$ cat src/rtl/misr_pkg.sv
// Shared types and the MISR update function for misr_sig_ctrl.
package misr_pkg;

    typedef enum logic [1:0] {
        StIdle,
        StCompact,
        StDone
    } misr_state_e;

    // One compaction step, computed at the maximum supported width (64).
    // Callers zero-extend r/din/poly and truncate the result to N bits; the
    // upper bits never reach the lower N bits, so truncation is exact.
    function automatic logic [63:0] misr_next(input logic [63:0] r,
                                              input logic [63:0] din,
                                              input logic [63:0] poly);
        logic fb;
        fb = ^(r & poly);
        return {r[62:0], fb} ^ din;
    endfunction

endpackage

$ cat src/rtl/misr_core.sv
// N-bit signature register with feedback, SEED load and compaction enable.
module misr_core
    import misr_pkg::*;
#(
    parameter int unsigned   N    = 20,
    parameter logic [N-1:0]  POLY = '0,
    parameter logic [N-1:0]  SEED = '0
) (
    input  logic         clk_i,
    input  logic         rst_i,
    input  logic         load_seed_i,
    input  logic         en_i,
    input  logic [N-1:0] din_i,
    output logic [N-1:0] sig_o,
    output logic [N-1:0] sig_next_o
);

    logic [N-1:0] sig_q, sig_d;

    // Next-state: SEED load wins over compaction, otherwise hold.
    always_comb begin
        sig_next_o = N'(misr_next(64'(sig_q), 64'(din_i), 64'(POLY)));
        sig_d      = sig_q;
        if (load_seed_i) begin
            sig_d = SEED;
        end else if (en_i) begin
            sig_d = sig_next_o;
        end
    end

    // Signature register, SEED on reset.
    always_ff @(posedge clk_i or posedge rst_i) begin
        if (rst_i) begin
            sig_q <= SEED;
        end else begin
            sig_q <= sig_d;
        end
    end

    assign sig_o = sig_q;

endmodule

$ cat src/rtl/misr_sig_ctrl.sv
// MISR with session control: IDLE -> COMPACT -> DONE, pattern counter and
// optional golden-signature comparator (enabled by MISR_GOLDEN_CMP_EN).
module misr_sig_ctrl
    import misr_pkg::*;
#(
    parameter int unsigned   N            = 20,
    parameter logic [N-1:0]  POLY         = 20'h80003,
    parameter logic [N-1:0]  SEED         = 1,
    parameter int unsigned   NUM_PATTERNS = 1024,
    parameter logic [N-1:0]  GOLDEN       = 0,
    localparam int unsigned  CNT_W        = $clog2(NUM_PATTERNS + 1)
) (
    input  logic             clk,
    input  logic             rst,
    input  logic             start,
    input  logic             din_valid,
    input  logic [N-1:0]     din,
    output logic [N-1:0]     signature,
    output logic [CNT_W-1:0] count,
    output logic             busy,
    output logic             done,
    output logic             pass
);

    misr_state_e      state_q, state_d;
    logic [CNT_W-1:0] count_q, count_d;
    logic             load_seed, en, last_word;
    logic [N-1:0]     sig_next;

    assign last_word = (count_q == CNT_W'(NUM_PATTERNS - 1));

    // FSM next-state and counter; start has priority over din_valid everywhere.
    always_comb begin
        state_d   = state_q;
        count_d   = count_q;
        load_seed = 1'b0;
        en        = 1'b0;
        if (start) begin
            load_seed = 1'b1;
            count_d   = '0;
            state_d   = StCompact;
        end else if (state_q == StCompact && din_valid) begin
            en      = 1'b1;
            count_d = count_q + CNT_W'(1);
            if (last_word) begin
                state_d = StDone;
            end
        end
    end

    // State and counter registers.
    always_ff @(posedge clk or posedge rst) begin
        if (rst) begin
            state_q <= StIdle;
            count_q <= '0;
        end else begin
            state_q <= state_d;
            count_q <= count_d;
        end
    end

    misr_core #(
        .N    (N),
        .POLY (POLY),
        .SEED (SEED)
    ) u_core (
        .clk_i       (clk),
        .rst_i       (rst),
        .load_seed_i (load_seed),
        .en_i        (en),
        .din_i       (din),
        .sig_o       (signature),
        .sig_next_o  (sig_next)
    );

`ifdef MISR_GOLDEN_CMP_EN
    logic pass_q, pass_d;

    // Capture the comparison on the final word; cleared by start.
    always_comb begin
        pass_d = pass_q;
        if (start) begin
            pass_d = 1'b0;
        end else if (en && last_word) begin
            pass_d = (sig_next == GOLDEN);
        end
    end

    // Pass flag register.
    always_ff @(posedge clk or posedge rst) begin
        if (rst) begin
            pass_q <= 1'b0;
        end else begin
            pass_q <= pass_d;
        end
    end

    assign pass = pass_q;
`else
    logic unused_golden;
    assign unused_golden = ^{GOLDEN, sig_next};
    assign pass          = 1'b0;
`endif

    assign count = count_q;
    assign busy  = (state_q == StCompact);
    assign done  = (state_q == StDone);

endmodule

$ cat config.mk
export PLATFORM = sky130hd
export DESIGN_NAME = misr_sig_ctrl
export DESIGN_NICKNAME = d
export VERILOG_FILES = /design/src/rtl/misr_pkg.sv /design/src/rtl/misr_core.sv /design/src/rtl/misr_sig_ctrl.sv
export SDC_FILE = /design/constraint.sdc
export NUM_CORES = 1
export LEC_CHECK = 0
export CORE_AREA = 2 2 68 70
export CTS_CLUSTER_SIZE = 16
export DETAILED_ROUTE_END_ITERATION = 6
export DIE_AREA = 0 0 70 72
export PLACE_DENSITY_LB_ADDON = 0.15
export SETUP_SLACK_MARGIN = 0.15
export SKIP_CTS_REPAIR_TIMING = 1
export SYNTH_ARGS = -nofsm -noshare
export SYNTH_HDL_FRONTEND = slang
export SYNTH_SLANG_ARGS = --single-unit
$ cat constraint.sdc
create_clock -name clk -period 1.9 [get_ports clk]
set_clock_uncertainty 0.2 [all_clocks]
set_input_delay 0.475 -clock clk [delete_from_list [all_inputs] [get_ports clk]]
set_output_delay 0.475 -clock clk [all_outputs]
set_load 0.01 [all_outputs]
==> results summary, run 1 <==
The number of top-level pins came out at 58. The sequential cells in the finished layout cover a total of 836 µm². Compared with the post-synthesis result, the final layout area differs by 63.9%.

The count of pins over their slew limit is 0. The buffer and inverter count on the worst path came out at 1. Leaving out fill and tap cells, the most frequent cell in the layout is dlymetal6s2s_1. The overall die area is 0.00504 mm². The cell area power density is 671 mW/mm². The number of nets in the synthesized netlist came out at 185. The critical path goes through buf_6 > ha_4 > nand4b_4 > or4_4 > a21o_1.

Summed over all layers, the global routing overflow is 0. After synthesis, the netlist uses 36 different library cells. The core area came out at 0.00426 mm². The detail-routed net length per standard cell came out at 14.9 µm. The post-layout utilization of the core came out at 63.7%.

The insertion delay of the later-clocked pin in the worst-skew pair is 0.29 ns. The proportion of layout cells with a drive suffix above 1 is 21.7%. The final layout net count is 264. The internal power is 0.00138 W. The number of port buffers came out at 56.

The overall via count from detail_route is 1,502. The maximum ir drop on the vdd rail came out at 0.421 mV. In this run, flip-flops and latches consume 43.2% of the power. The total global-route track usage is 17.2%. The total iterations of the first detailed-routing run came out at 4. After clock tree synthesis, the clock-pin slew on the worst setup and hold paths is 0.07 ns. The H-tree depth came out at 2.

The via count of the first global-routing pass is 1,420. The first global-routing pass estimated 6.90 mm of wire. The leakage dissipation came out at 1.56 nW. Counting the fill cells in the layout gives 349.

The die boundary width is 70 µm. The mapped netlist covers 0.00166 mm². The final critical-path required period is 1.73 ns. The aggregate routed wire length came out at 4.34 mm. The run finished with clean final reports. The number of diodes came out at 0. The maximum number of pins on one net before global-route repair is 40. The worst reg2reg path startpoint is count[0]. The share of total power dissipated in combinational logic is 19.5%. Setup repair after global routing could not meet its margin everywhere. The post-route worst setup slack came out at 0.167 ns. The largest incremental delay on the critical path came out at 0.46 ns.

The min-delay analysis places its worst path in the category input port to asynchronous set/reset pin. Routed signal wires occupy layers up through met4. The area occupied by multi-input gates is 816 µm². No sink is reached through more buffers than the 2 on the longest clock path. After synthesis the netlist holds a flip-flop and latch count of 33. Dividing the detail-routed via count by the number of cells gives 5.14.

The average cell area after synthesis is 10.4 µm². Prior to clock tree synthesis, the placed netlist has a worst setup slack of -0.307 ns. The endpoint of the worst register-to-register path is state_q[0]. The number of DRC markers after the initial detailed-route iteration came out at 34. The sequential area share after synthesis came out at 49.9%. The worst hold-check slack is 0.332 ns.

In the layout the commonest cells are dlymetal6s2s_1 (33), dfrtp_1 (25), nor2_1 (24). The worst path arrival time came out at 1.70 ns. Of all nets on the critical path, the largest fanout is 6. TritonCTS built the clock tree. The total CTS buffers came out at 5. The number of setup violations in the final report came out at 0. The overall power after layout came out at 0.00182 W. The number of cell instances on the worst register-to-register path came out at 5. The half-perimeter wire length of the detailed placement result came out at 2.96 mm. After detailed routing, the number of remaining DRC violations is 0. Derived from the worst setup path, the maximum achievable clock frequency is 0.577 GHz.

The initial standard-cell utilization of the core came out at 38.9%. The routed wire length on met2 came out at 2.12 mm. The count of max-cap constraint violations came out at 0. STA classifies the critical path endpoint as a register. The number of standard cells after synthesis is 160. The total routed wire length on the met1 layer came out at 1.90 mm. The routed wire length on met3 is 265 µm. The setup total negative slack came out at 0 ns. In this run, the clock network consumes 37.3% of the power. The critical path in this run is classified as register to register. The critical path required time is 1.87 ns. The worst reg-to-reg setup slack is 0.17 ns. The vertical die dimension came out at 72 µm. The residual antenna-violating net count after detailed routing is 0. The tree is rooted in a clkbuf_8. Broken down by cell family, the worst path's largest delay share belongs to simple AND/OR/NAND/NOR gates. The switching power came out at 0.000442 W. The number of clock sinks came out at 33. The part of the cycle the worst path needs is 91.2%. For this run, the number of Yosys warnings is 0. The switching power as a share of total power came out at 24.2%. The startpoint class of the critical path is a register. The number of antenna violations at the first check in global routing is 0.

The slowest stage of the critical path belongs to the cell or4_4. The total number of placement rows came out at 24. The weighted congestion reported at the end of routability-driven placement is 0.810. The final count of hold timing violations is 0.
## how the worst max path moves through the flow
stage / startpoint / to / slack (ns) / depth (start not counted)
after floorplan: count[2] / state_q[0] / 0.21 / 3
after global placement: din_valid / count[10] / -0.27 / 4
after detailed placement: din_valid / count[10] / -0.31 / 4
after CTS: state_q[1] / done / -0.20 / 3
after global routing: count[3] / count[8] / 0.12 / 5
final: count[0] / state_q[0] / 0.17 / 5
## state kept, by name, summed over array words and instances (netlist names)
name and count:
u_core.sig_o 20, count 11, state_q 2
## per-stage QoR
step,cells,area (µm²)
6_report,292,2720
5_1_grt,292,2720
4_1_cts,277,2480
3_5_place_dp,269,2360
3_3_place_gp,269,2360
2_1_floorplan,160,1670
## worst min-delay path, delay by kind of cell
family,cells,cell delay [ns]
buf+inv,3,0.70
## final cells by class
type,count,share of cell area [%]
clock inverter,1,1.10
tap,52,2.39
multi-input combinational,113,30.0
inverter,4,0.552
sequential,33,30.8
timing repair buffer,82,32.0
clock buffer,7,3.18
## Yosys cell counts
cell / instances / area (µm²)
nand4b_4: 1 / 23.8
xnor2_1: 20 / 175
a211oi_1: 19 / 143
nor3_1: 1 / 5.00
buf_2: 3 / 15.0
nand3b_1: 1 / 7.51
clkbuf_1: 6 / 22.5
o21ai_0: 3 / 15.0
and4b_1: 1 / 10.0
and3b_1: 1 / 8.76
or4_4: 1 / 11.3
nand4b_1: 1 / 8.76
o31ai_1: 3 / 22.5
mux2_2: 2 / 22.5
a21o_1: 1 / 7.51
nor2_1: 24 / 90.1
xnor3_1: 1 / 22.5
or3_1: 2 / 12.5
xor2_1: 1 / 8.76
nand4_1: 2 / 12.5
dfrtp_1: 32 / 801
nand2b_1: 1 / 6.26
a21oi_1: 8 / 40.0
or4_1: 2 / 15.0
buf_4: 1 / 7.51
inv_1: 4 / 15.0
nand3_1: 4 / 20.0
nand2_1: 4 / 15.0
conb_1: 1 / 3.75
nor4_1: 1 / 6.26
and4_1: 1 / 8.76
ha_1: 1 / 12.5
o41ai_1: 1 / 8.76
dfstp_2: 1 / 26.3
or3b_1: 1 / 8.76
nor2b_1: 3 / 18.8
## power by group through the flow
stage	Combinational, W	Sequential [W]	Clock (W)
2_1_floorplan	0.000143	0.000821	0
3_3_place_gp	0.000331	0.000805	0
3_5_place_dp	0.000337	0.000809	0
4_1_cts	0.000340	0.000796	0.000691
5_1_grt	0.000386	0.000793	0.000750
6_report	0.000355	0.000787	0.000681
## cells by family after synthesis
logic type	synth area share [%]
flops	49.9
xor+xnor	12.5
simple gates	17.4
mux	1.36
other cells	0.226
buf+inv	3.62
compound gates	14.3
fa+ha+maj	0.755
## per-layer routing
layer	track usage, %	up-vias
li1	-	718
met1	22.6	716
met2	27.9	60
met3	5.42	8
met4	4.49	0
met5	0	-
No activity file was read; power rests on OpenSTA's default activity.
==> run 2: changes to the inputs <==
Settings changed: CORE_AREA 2 2 68 70 to 2 2 64 66, DIE_AREA 0 0 70 72 to 0 0 66 68.
Clock period 1.9 ns to 1.7 ns, I/O delays scaled along.
==> results summary, run 2 (synthesis gave the netlist of run 1 again) <==
The maximum number of pins on one net before global-route repair came out at 41. The internal portion of the total power is 0.00139 W. The via count of the first global-routing pass came out at 1,349. The number of setup violations in the final report is 4. The run finished, with violations left. The power share of the clock group came out at 29.9%.

The critical path required time is 1.67 ns. The number of antenna violations at the first check in global routing is 0. The first detailed-routing pass took 4 iterations.

The slowest stage of the critical path belongs to the cell dfrtp_2. After layout, the worst path uses 103% of the clock period. After the first detailed-routing iteration, the DRC count stood at 63. Of the total power, combinational logic draws 24.4%.

The first-pass GRT wire length is 6.12 mm. The residual antenna-violating net count after detailed routing is 0. The detail-routed net length per standard cell is 17.0 µm. The largest driver fanout on the critical path is 7. The switching power as a share of total power came out at 28.1%.

Cells fill 77.3% of the core in the end. The checks that failed: setup timing. In the routed layout, each cell is associated on average with a via count of 5.29.

The switching power came out at 0.000542 W. The smallest clock period supported by the final layout is computed as 1.75 ns. The cell area power density is 648 mW/mm². The maximum ir drop on the vdd rail came out at 0.572 mV.

The startpoint identified for the worst register-to-register timing path is count[1]. The number of fillers in the final layout is 260. The H-tree depth came out at 2. The highest clock rate came out at 0.570 GHz. The layout overhead on the synthesized area came out at 79.8%. The weighted congestion reported at the end of routability-driven placement is 0.849. 0 antenna diodes ended up in the layout. Setup slack on the critical path of the routed design comes to -0.0547 ns. In the final layout, the share of cells above drive strength 1 is 39.6%. The class of the tightest hold or removal check is input port to asynchronous set/reset pin.

The clock net in this run drives a total of 33 sinks. The register area came out at 837 µm². Clock-pin slew was measured on the worst setup and hold paths at 0.08 ns.

The flip-flop count of the largest register after layout came out at 20. The startpoint class of the critical path is a register. The final count of hold timing violations is 0. The total number of placement rows came out at 23. The overall die area is 0.00449 mm². The core area is 0.00386 mm². Traced cell by cell, the critical path runs through buf_6 > ha_4 > nand4b_4 > buf_4 > nor4_4 > mux2_4. Across the run, the number of max-cap violations was 0. In this run the clock root is driven by a clkbuf_8. The overall power after layout came out at 0.00193 W. In the layout the commonest cells are dlymetal6s2s_1 (28), buf_4 (27), dfrtp_1 (24). The worst hold-check slack is 0.279 ns. In this run, CTS created clock tree buffers numbering 5. On the critical path the largest part of the delay comes from flip-flops. Summed over all cells, the static leakage comes to 1.60 nW. The wire-length estimate of the detail-placed layout is 2.74 mm. The first element of the critical path is count[1]. For this block, the routed nets add up to 5.19 mm of wire. The largest incremental delay on the critical path is 0.37 ns. 58 I/O pins were placed. The final layout contains 279 nets.

The type of element capturing the critical path is a register. In this run, flip-flops and latches consume 45.7% of the power. The maximum number of buffers from clock root to sink came out at 2. The die is 68 µm tall. TritonCTS built the clock tree. Setup repair after global routing could not meet its margin everywhere. Summing all multi-input logic gate instances after layout gives 945 µm². The die boundary width is 66 µm. The worst path arrival time came out at 1.72 ns. Prior to clock tree synthesis, the placed netlist has a worst setup slack of -0.435 ns. The worst reg-to-reg setup slack came out at -0.05 ns. The number of port buffers came out at 56. The library cell used most frequently in the layout, excluding fill and tap cells, is dlymetal6s2s_1.

The number of remaining DRC errors came out at 0. In the global route stage, overall resource usage came out at 18.0%. The insertion delay of the later-clocked pin in the worst-skew pair came out at 0.29 ns. The initial standard-cell utilization of the core came out at 43.0%. The total congestion overflow came out at 0.

The count of pins over their slew limit came out at 0. The critical path class is register to register. The overall via count from detail_route is 1,612. The setup total negative slack came out at -0.157 ns. The number of buffers and inverters on the critical path is 2.
-- run 2: area by class of cell --
cell class	instances	area share [%]
clock buffers	6	2.43
clock inverters	2	0.336
inverters	4	0.504
multi-input cells	113	31.7
flip-flops and latches	33	28.1
well taps	50	2.10
repair buffers	97	34.8
-- run 2: worst paths after layout --
check,depth (start not counted),to
worst min register to register,2,u_core.sig_o[17]
worst max register to register,6,count[10]
worst min-delay path,3,count[6]
worst max-delay path,6,count[10]
min in group clk,2,u_core.sig_o[17]
max in group asynchronous,3,u_core.sig_o[0]
-- run 2: metrics by stage --
step / instances / cell area, µm²
after global placement: 268 / 2380
after CTS: 276 / 2460
after floorplan: 160 / 1680
after global routing: 305 / 2980
after detailed placement: 268 / 2380
final: 305 / 2980
-- run 2: power groups by stage --
stage	Sequential [W]	Clock [W]	Combinational (W)
final	0.000882	0.000577	0.000471
after global routing	0.000889	0.000614	0.000510
after CTS	0.000883	0.000578	0.000385
after detailed placement	0.000898	0	0.000381
after global placement	0.000896	0	0.000376
after floorplan	0.000918	0	0.000160
-- run 2: per-layer routing --
metal	vias to the layer above	part of all wire [%]	GRT usage, %
li1	750	-	-
met4	0	1.1	7.65
met3	9	5.0	3.62
met5	-	0	0
met1	798	42	24.5
met2	55	51	28.2
-- run 2: worst min-delay path, cell delays in order --
cell and delay, ns:
clkdlybuf4s50_1 0.39, inv_1 0.09, buf_12 0.21
==> run 3: changes to the inputs <==
Settings changed: CORE_AREA 2 2 64 66 to 3 3 65 67, DIE_AREA 0 0 66 68 to 0 0 68 70.
==> results summary, run 3 (synthesis gave the netlist of run 1 again) <==
The run finished, with violations left. The checks that failed: setup timing. The setup total negative slack is -0.303 ns. The half-perimeter wire length of the detailed placement result came out at 2.91 mm.

The number of clock sinks came out at 33. The leakage dissipation came out at 1.42 nW. STA classifies the critical path endpoint as a register. Leaving out fill and tap cells, the most frequent cells in the layout are clkdlybuf4s50_1 (22), buf_4 (22), dfrtp_1 (21). The switching power came out at 0.000588 W. Compared with the post-synthesis result, the final layout area differs by 83.7%.

Setup repair after global routing could not meet its margin everywhere. The cell area power density came out at 671 mW/mm². Global routing used 18.2% of the available tracks. The critical path in this run is classified as register to register. The part of the cycle the worst path needs came out at 106%.

The die boundary width came out at 68 µm. The detail-routed net length per standard cell came out at 18.7 µm. The first TritonRoute pass finished after 4 iterations. The count of pins over their slew limit is 0. The final count of hold timing violations was 0. The sequential share of power is 44.4%. The number of top-level pins came out at 58. From bottom edge to top edge, the die measures 70 µm. Of the total power, the clock network draws 30.0%. After the first detailed-routing iteration, the DRC count stood at 151. The post-route standard cell area excluding fillers came out at 0.00305 mm².

The post-route worst setup slack came out at -0.110 ns. The aggregate routed wire length is 5.60 mm. The proportion of layout cells with a drive suffix above 1 came out at 53.2%. The share of total power dissipated in combinational logic is 25.6%. The overall via count from detail_route came out at 1,662.

The count of max-cap constraint violations is 0. CTS placed an instance of clkbuf_8 at the clock tree root. The total congestion overflow came out at 0. Among cell families on the critical path, the largest total delay comes from flip-flops. The critical path goes through ha_4 > nand4b_4 > buf_12 > buf_6 > o31ai_1 > a21oi_2.

Counting both buffers and inverters, the worst setup path holds a total of 2. The number of setup violations in the final report came out at 6. The final layout net count is 276. The number of diodes came out at 0. Row generation in the floorplan step produced 22 rows. The insertion delay of the later-clocked pin in the worst-skew pair came out at 0.29 ns. The startpoint class of the critical path is a register. The maximum number of buffers from clock root to sink is 2. The first-pass GRT wire length is 6.76 mm. After clock tree synthesis, the clock-pin slew on the worst setup and hold paths is 0.07 ns.

For the worst setup path, the data required time is 1.65 ns. The final critical-path required period came out at 1.81 ns. The internal power is 0.00146 W. The number of port buffers came out at 56. The via count of the first global-routing pass was 1,469. The overall power after layout is 0.00204 W. On the worst path, the slowest cell contributes a delay of 0.44 ns. On the critical path, the stage with the largest delay is an instance of dfrtp_2. The total CTS buffers is 5.

The worst setup slack before clock tree synthesis is -0.437 ns. The cell area after placement is 0.00241 mm². The post-layout utilization of the core came out at 82.6%.

The clock tree from TritonCTS is built. At the end of routability-driven placement, the weighted congestion stood at 0.875. The initial standard-cell utilization of the core came out at 44.9%. The flip-flop count of the largest register after layout is 20. The core area is 0.00369 mm².

The worst path arrival time is 1.76 ns. The largest driver fanout on the critical path came out at 4. For this run, the top clock speed supported by timing is 0.552 GHz. The residual antenna-violating net count after detailed routing came out at 0.

The number of antenna violations at the first check in global routing came to 0. The path class of the tightest hold or removal check is input port to asynchronous set/reset pin. The overall die area came out at 0.00476 mm².

Dividing the detail-routed via count by the number of cells gives 5.54. The switching power as a share of total power is 28.8%. The maximum number of pins on one net before global-route repair came out at 41. The number of remaining DRC errors is 0. The H-tree depth is 2.

The maximum ir drop on the vdd rail came out at 0.573 mV.
run 3: cell count changes in the layout (fill, tap and decap cells not counted), moves of 2 or more:
| cell | change |
|---|---|
| a211oi_1 | -4 |
| nor2_4 | +14 |
| clkbuf_2 | +15 |
| dfrtp_2 | +3 |
| dlymetal6s2s_1 | -15 |
| buf_4 | -5 |
| buf_12 | +3 |
| dfrtp_1 | -3 |
| clkinv_2 | -2 |
| or3_1 | +2 |
| or3_4 | -2 |
| nor2_1 | -14 |
| a211oi_2 | +4 |
run 3: worst reg2reg max path, stage by stage (launching register included):
cell      delay (ns)
dfrtp_2         0.44
ha_4            0.17
nand4b_4        0.15
buf_12          0.17
buf_6           0.11
o31ai_1         0.36
a21oi_2         0.08
run 3: per-stage QoR:
stage / hold WS, ns / std cells
finish: 0.296 / 300
global route: 0.330 / 300
CTS: 0.295 / 279
detailed placement: 0.366 / 271
global placement: 0.355 / 271
floorplan: 0.353 / 160
run 3: metal layers:
layer	up-vias	global-route usage, %	share of wire [%]
li1	748	-	-
met1	819	23.5	42
met2	81	29.9	51
met3	14	4.50	6.1
met4	0	4.64	1.4
met5	-	0	0
run 3: cell type report:
class                   instances  area [µm²]
clock buffers                   8        90.1
repair buffers                 94         957
well taps                      48        60.1
flip-flops and latches         33         841
fillers                       193         643
inverters                       4        15.0
multi-input cells             113        1080
run 3: path summary, 6_finish.rpt:
kind,start,to,slack [ns],cells after the start
min in group clk,count[8],count[8],0.38,2
worst max register to register,count[1],count[6],-0.11,6
worst max-delay path,count[1],count[6],-0.11,6
worst min-delay path,rst,u_core.sig_o[8],0.30,3
max in group asynchronous,rst,u_core.sig_o[0],0.75,3
worst min register to register,count[8],count[8],0.38,2
run 3: power by group through the flow:
stage	combinational, W	sequential (W)	clock [W]
floorplan	0.000160	0.000918	0
global placement	0.000384	0.000897	0
detailed placement	0.000393	0.000899	0
CTS	0.000396	0.000885	0.000611
global route	0.000556	0.000915	0.000665
finish	0.000523	0.000907	0.000614
